File: src/rtl/spi_sfr_host.sv
// rtl/spi_sfr_host.sv - command-driven SFR sequencer for an SPI core; `define SPI_SFR_HOST_TIMEOUT_EN adds a SPIF poll timeout
module spi_sfr_host #(
  parameter int SS_GUARD    = 2,
  parameter int TIMEOUT_CYC = 1024
) (
  input  logic       clk,
  input  logic       rst_n,
  input  logic       cmd_valid,
  output logic       cmd_ready,
  input  logic       cmd_cfg,
  input  logic [7:0] cmd_data,
  input  logic [1:0] cmd_div,
  input  logic [2:0] cmd_sel,
  output logic       rsp_valid,
  output logic [7:0] rsp_data,
  output logic       rsp_timeout,
  output logic [1:0] sfraddr_w,
  output logic       sfrwe,
  output logic [7:0] spidata_o,
  output logic [2:0] sfraddr_r,
  input  logic [7:0] sfr_data_i,
  output logic [7:0] spssn_o
);

  typedef enum logic [3:0] {
    IDLE, WR_CR, WR_ER, SS_ON, WR_DR, POLL, RD_DR, SS_OFF, RSP
  } state_t;

  state_t     state, state_nx;
  logic [7:0] data_q;
  logic [1:0] div_q;
  logic [2:0] sel_q;
  logic [3:0] guard_q;
  logic [7:0] rx_q;
  logic [1:0] addr_w_q;
  logic [7:0] wdata_q;
  logic [2:0] addr_r_q;
  logic       accept, spif, guard_done, poll_expired, in_guard;

  assign accept     = cmd_valid && (state == IDLE);
  assign spif       = sfr_data_i[7];
  assign in_guard   = (state == SS_ON) || (state == SS_OFF);
  assign guard_done = (guard_q == 4'(SS_GUARD - 1));

`ifdef SPI_SFR_HOST_TIMEOUT_EN
  logic [15:0] tcnt_q;
  logic        to_q;

  assign poll_expired = !spif && (tcnt_q == 16'(TIMEOUT_CYC - 1));
  assign rsp_timeout  = to_q;

  // WR_DR always precedes POLL, so clearing there is clearing on POLL entry
  always_ff @(posedge clk or negedge rst_n) begin
    if (!rst_n) begin
      tcnt_q <= '0;
      to_q   <= 1'b0;
    end else begin
      if (state == WR_DR)     tcnt_q <= '0;
      else if (state == POLL) tcnt_q <= tcnt_q + 16'd1;
      if (accept)                                    to_q <= 1'b0;
      else if (state == POLL && !spif && poll_expired) to_q <= 1'b1;
    end
  end
`else
  logic unused_timeout;
  assign unused_timeout = ^TIMEOUT_CYC;
  assign poll_expired   = 1'b0;
  assign rsp_timeout    = 1'b0;
`endif

  assign cmd_ready = (state == IDLE);
  assign rsp_valid = (state == RSP);
  assign rsp_data  = rx_q;
  assign spssn_o   = (state == SS_ON || state == WR_DR || state == POLL ||
                      state == RD_DR || state == SS_OFF) ? ~(8'd1 << sel_q) : 8'hFF;

  always_ff @(posedge clk or negedge rst_n) begin
    if (!rst_n) begin
      state    <= IDLE;
      data_q   <= '0;
      div_q    <= '0;
      sel_q    <= '0;
      guard_q  <= '0;
      rx_q     <= '0;
      addr_w_q <= '0;
      wdata_q  <= '0;
      addr_r_q <= '0;
    end else begin
      state    <= state_nx;
      addr_w_q <= sfraddr_w;
      wdata_q  <= spidata_o;
      addr_r_q <= sfraddr_r;
      guard_q  <= (in_guard && !guard_done) ? guard_q + 4'd1 : 4'd0;
      if (accept) begin
        data_q <= cmd_data;
        div_q  <= cmd_div;
        sel_q  <= cmd_sel;
        rx_q   <= '0;
      end else if (state == RD_DR) begin
        rx_q   <= sfr_data_i;
      end
    end
  end

  // SFR address/data outputs fall back to their registered copies so they hold between accesses
  always_comb begin
    state_nx  = state;
    sfrwe     = 1'b0;
    sfraddr_w = addr_w_q;
    spidata_o = wdata_q;
    sfraddr_r = addr_r_q;
    case (state)
      IDLE:   if (cmd_valid) state_nx = cmd_cfg ? WR_CR : SS_ON;
      WR_CR: begin
        sfrwe     = 1'b1;
        sfraddr_w = 2'd0;
        spidata_o = data_q;
        state_nx  = WR_ER;
      end
      WR_ER: begin
        sfrwe     = 1'b1;
        sfraddr_w = 2'd2;
        spidata_o = {6'b0, div_q};
        state_nx  = RSP;
      end
      SS_ON:  if (guard_done) state_nx = WR_DR;
      WR_DR: begin
        sfrwe     = 1'b1;
        sfraddr_w = 2'd3;
        spidata_o = data_q;
        state_nx  = POLL;
      end
      POLL: begin
        sfraddr_r = 3'd1;
        if (spif)              state_nx = RD_DR;
        else if (poll_expired) state_nx = SS_OFF;
      end
      RD_DR: begin
        sfraddr_r = 3'd3;
        state_nx  = SS_OFF;
      end
      SS_OFF: if (guard_done) state_nx = RSP;
      RSP:    state_nx = IDLE;
      default: state_nx = IDLE;
    endcase
  end

endmodule

File: config.mk
export PLATFORM = sky130hd
export DESIGN_NAME = spi_sfr_host
export DESIGN_NICKNAME = d
export VERILOG_FILES = /design/src/rtl/spi_sfr_host.sv
export SDC_FILE = /design/constraint.sdc
export NUM_CORES = 1
export LEC_CHECK = 0
export ABC_CLOCK_PERIOD_IN_PS = 2140
export BUFFER_PORTS_ARGS = -buffer_cell sky130_fd_sc_hd__clkbuf_2
export CAP_MARGIN = 30
export CORE_MARGIN = 3
export CORE_UTILIZATION = 35
export CTS_BUF_LIST = sky130_fd_sc_hd__clkbuf_4 sky130_fd_sc_hd__clkbuf_8
export DETAILED_ROUTE_END_ITERATION = 12
export PLACE_DENSITY = 0.61
export SYNTH_ARGS = -nofsm -noshare
export SYNTH_HDL_FRONTEND = slang
export SYNTH_SLANG_ARGS = --single-unit
File: constraint.sdc
create_clock -name clk -period 2.14 [get_ports clk]
set_clock_uncertainty 0.2 [all_clocks]
set_input_delay 0.214 -clock clk [delete_from_list [all_inputs] [get_ports clk]]
set_output_delay 0.214 -clock clk [all_outputs]
set_load 0.01 [all_outputs]
=== After elaboration in Yosys (flattened, before gate mapping) ===
Cells that the tools add are included.

* Bits in registers: 42
* Bits of input ports: 25
* Output and inout port bits: 33
* Word-level logic and storage cells: 52

* $add $sub $neg: 1
* Equality and inequality tests: 13
* Shift operators: 1
* Multiplexer cells: 14
* Bitwise gates (word level): 1
* Reduce and logical (&&, ||, !) cells: 13

{| class="wikitable"
|+ Operator list
! cell !! count
|-
| one-hot mux 4 bit (8 select lines) || 1
|-
| 2-to-1 mux 8 bit || 3
|-
| 2-to-1 mux 4 bit || 5
|-
| == test 4 x 3 -> 1 bit (second input constant) || 4
|-
| one-hot mux 8 bit (2 select lines) || 1
|-
| == test 4 x 1 -> 1 bit (second input constant) || 2
|-
| == test 4 x 2 -> 1 bit (second input constant) || 2
|-
| != test 2 bit (second input constant) || 4
|-
| NOT 8 bit || 1
|-
| left shift 1 x 3 -> 8 bit (first input constant) || 1
|-
| one-hot mux 2 bit (3 select lines) || 1
|-
| one-hot mux 3 bit (2 select lines) || 1
|-
| logical OR 1 bit || 5
|-
| adder 4 x 1 -> 4 bit (second input constant) || 1
|-
| == test 4 bit (second input constant) || 1
|-
| zero test 4 bit || 1
|-
| AND reduction 4 bit || 1
|-
| OR reduction 3 bit || 1
|-
| logical AND 1 bit || 2
|-
| 2-to-1 mux 2 bit || 1
|-
| nonzero test 2 bit || 1
|-
| OR reduction 2 bit || 1
|-
| zero test 1 bit || 1
|-
| 2-to-1 mux 1 bit || 1
|}

=== Longest topological paths before layout ===
* Depth in word-level cells: 6
* Mapped depth: 6
* Depth with buffers taken out: 5

=== Worst setup path before layout ===
OpenSTA, ideal clock, no wires.

* Path kind: reg2reg
* Start: reg state[0]
* End: reg data_q[6]
* Setup time: 0.127 ns
* Data arrival time: 1.502 ns
* Required time: 1.813 ns
* Setup slack: 0.311 ns
* Cell stages (with the launch flop): 6
* Path buffers: 2
* Clock period less this slack: 1.829 ns
* Cells stage by stage: dfrtp_1 > buf_6 > nor4_4 > and2_4 > buf_6 > mux2_1

* Word-level cells in the longest chain between the ends: 2

{| class="wikitable"
|+ RTL lines
! item !! line !! RTL
|-
| start, declared || 29 || <nowiki>state_t state, state_nx;</nowiki>
|-
| start signal, assigned || 89 || <nowiki>state <= state_nx;</nowiki>
|-
| zero test 4 bit || -- ||
|-
| via cmd_ready || 9 || <nowiki>output logic cmd_ready,</nowiki>
|-
| logical AND 1 bit || 40 || <nowiki>assign accept = cmd_valid && (state == IDLE);</nowiki>
|-
| end signal, assigned || 95 || <nowiki>data_q <= cmd_data;</nowiki>
|-
| end, declared || 30 || <nowiki>logic [7:0] data_q;</nowiki>
|}

The timed path passes the listed nets, and every way through them passes these cells.
A chain may end at the register's enable or synchronous reset.

=== Worst setup path in the final report ===
* Start: reg state[2]
* End: out spidata_o[1]

* Word-level cells in the longest chain between the ends: 3
* Elaborated cells between the ends (all ways): 5
* Those cells by class: eq/ne: 3; mux: 1; reduce/logical: 1

{| class="wikitable"
|+ RTL lines
! item !! line !! RTL
|-
| == test 4 x 3 -> 1 bit / == test 4 x 1 -> 1 bit (equally long branches) || 112 || <nowiki>case (state)</nowiki>
|-
| OR reduction 2 bit (no source line) || -- ||
|-
| one-hot mux 8 bit (2 select lines) (*) || 112 ||
|-
| end, declared || 19 || <nowiki>output logic [7:0] spidata_o,</nowiki>
|}

Mark *: on every way between the ends. The rest lies on a longest branch, timed or not.

==> impl_metrics.tcl <==
set metrics [dict create \
    setup_violations 0 \
    p_int_mw 2.60 \
    whs_ns 0.00925 \
    synth_largest_area_cell "dfrtp_1" \
    maxCapViolations 0 \
    first_global_vias 1684 \
    cts_buffers 5 \
    synth_nets 216 \
    synth.most_common_cell "dfrtp_1" \
    first_iter_violations 93 \
    num_antenna_cells 0 \
    place_ws_ns 0.134 \
    core_area_mm2 0.00564 \
    vias 1701 \
    status "finished, final reports clean" \
    cts_max_level 2 \
    syn-cell-area_mm2 0.00209 \
    drive_above_1_share 0.424 \
    p_sw_frac 0.405 \
    syn2layout_area_growth_pct 38.9 \
    ys_seq_area_frac 0.504 \
    postSynthAreaPerCell_um2 11.0 \
    fmax_ghz 0.481 \
    ir_drop_mv 1.09 \
    drv_slew 0 \
    drt_pass1_iterations 4 \
    power_frac_comb 0.555 \
    grt-ovfl-total 0 \
    period_needed_ns 2.08 \
    tightest_slew_ns 0.602 \
    setup_ws_ns 0.0597 \
    rows 27 \
    leakage_nw 1.39 \
    via_per_inst 4.79 \
    crit_required_ns 1.73 \
    place_area_mm2 0.00246 \
    hpwl_um 3200 \
    worstSkewPairLatency_ns 0.30 \
    arrival_ns 1.67 \
    clock_path_buffers 2 \
    ys_top_cells_by_area "dfrtp_1 (50%), mux2_4 (7.2%), o21ai_0 (4.1%)" \
    critPathLaunchType "register" \
    synthTopCellsByCount "dfrtp_1 (42), nor2_1 (19), o21ai_0 (17)" \
    hold_viol_final 0 \
    routedWlPerCell_um 13.7 \
    slew_headroom 0.598 \
    fin_crit_sh 0.972 \
    cts_tree "yes" \
    die_area_mm2 0.00692 \
    pin_count 58 \
    utilization 0.513 \
    yosysUniqueCellTypes 43 \
    grt_pass1_wl_um 7890 \
    grt_usage 0.140 \
    instances_no_fill 355 \
    postLayoutCellArea_mm2 0.00290 \
    p_clk_frac 0.121 \
    port-buffer-count 56 \
    synth_cells 189 \
    power_frac_seq 0.324 \
    nets 309 \
    crit_type "register to primary output" \
    finalPower_mw 4.38 \
    hp-class "input pin to register" \
    grt_max_degree 25 \
    synth-main-ff-cell "dfrtp_1" \
    cp_max_fo 3 \
    detail-route-antenna-nets 0 \
    async_reset_ff_frac 1.00 \
    ys_seq_elements 42 \
    endpoint_kind "primary output" \
    power.switching_mw 1.77 \
    antenna_found_initial 0 \
    wirelength_um 4870 \
    clkSinkCount 42 \
    ys.warnings.count 0 \
    die_w_um 83.2 \
    setup_tns_ns 0 \
    post-place-cells 317 \
    drc 0 \
    root_buffer "clkbuf_8" \
    start_util 0.370 \
    die_y_um 83.2 \
    synth_edf_count 0 \
    path_clk_slew_ns 0.08 \
    gp_congestion 0.748 \
    power.density_mw_per_mm2 1510 \
    yosysTopAreaCellShare 0.504 \
]
[timing repair]
item / in CTS / in global routing
pin swaps: 0 / 1
buffers inserted: 4 / 4
setup endpoints to repair: 14 / 14
gates resized for setup: 6 / 15
hold buffers: 22 / 0
hold endpoints to repair: 43 / 0
[routing by layer]
metal / share of wire / track usage / vias to the layer above
met4: 0.012 / 0.0446 / 0
met1: 0.49 / 0.191 / 803
met3: 0.053 / 0.0367 / 7
li1: - / - / 840
met5: 0 / 0 / -
met2: 0.45 / 0.216 / 51
[path summary, 6_finish.rpt]
path / startpoint / to / slack [ns] / cells past startpoint
min: sfr_data_i[7] / rsp_data[7]$_DFFE_PN0P_ / 0.009 / 3
max reg2reg: state[0]$_DFFE_PN0P_ / data_q[6]$_DFFE_PN0P_ / 0.10 / 4
max: state[2]$_DFFE_PN0P_ / spidata_o[1] / 0.06 / 5
min reg2reg: addr_r_q[0]$_DFF_PN0_ / addr_r_q[0]$_DFF_PN0_ / 0.27 / 1
min in group asynchronous: rst_n / addr_r_q[1]$_DFF_PN0_ / 0.25 / 2
max in group asynchronous: rst_n / wdata_q[1]$_DFF_PN0_ / 0.91 / 3
[cell type report]
cell class              instances  area, um^2
repair buffers                 99         663
multi-input cells             122         952
clock inverters                 2        13.8
well taps                      72        90.1
flip-flops and latches         42        1060
inverters                      12        45.0
clock buffers                   6        76.3
fillers                       516        2750
[layout by cell type (no fill, tap or decap), drive strengths merged, types with 3 or more instances in the layout]
cell         instances
xor2                 3
nor2b                3
nand3                3
nor3                 3
mux2i                8
o221a                6
dfrtp               42
o21ai               17
buf                 20
nor2                19
clkbuf              63
nand2               13
dlygate4sd3         22
mux2                13
inv                 12
a21oi                5
[state kept, by name (all words and copies together) (netlist names)]
signal	flops
rsp_data	8
addr_r_q	3
addr_w_q	2
wdata_q	8
div_q	2
data_q	8
guard_q	4
state	4
sel_q	3
[worst max-delay path, stage by stage, from the launching register on]
cell and delay (ns):
dfrtp_2 0.45, buf_4 0.16, xnor2_2 0.21, o21ai_0 0.13
a32o_2 0.30, clkbuf_2 0.13
[power by group through the flow]
stage | Sequential, mW | Combinational, mW | Clock, mW
6_report | 1.42 | 2.43 | 0.531
4_1_cts | 1.40 | 2.24 | 0.545
3_3_place_gp | 1.40 | 1.85 | 0
5_1_grt | 1.47 | 2.66 | 0.578
2_1_floorplan | 1.33 | 1.52 | 0
3_5_place_dp | 1.40 | 1.88 | 0
[logic make-up after synthesis]
group / Yosys count / synth area share
other: 1 / 0.00180
flip-flops: 42 / 0.504
AND/OR/NAND/NOR: 57 / 0.147
AO/OA/AOI/OAI: 36 / 0.121
XOR/XNOR: 5 / 0.0210
buffers and inverters: 25 / 0.0672
multiplexers: 21 / 0.127
adder cells (fa/ha/maj): 2 / 0.0120
No activity file was read; power rests on OpenSTA's default activity.
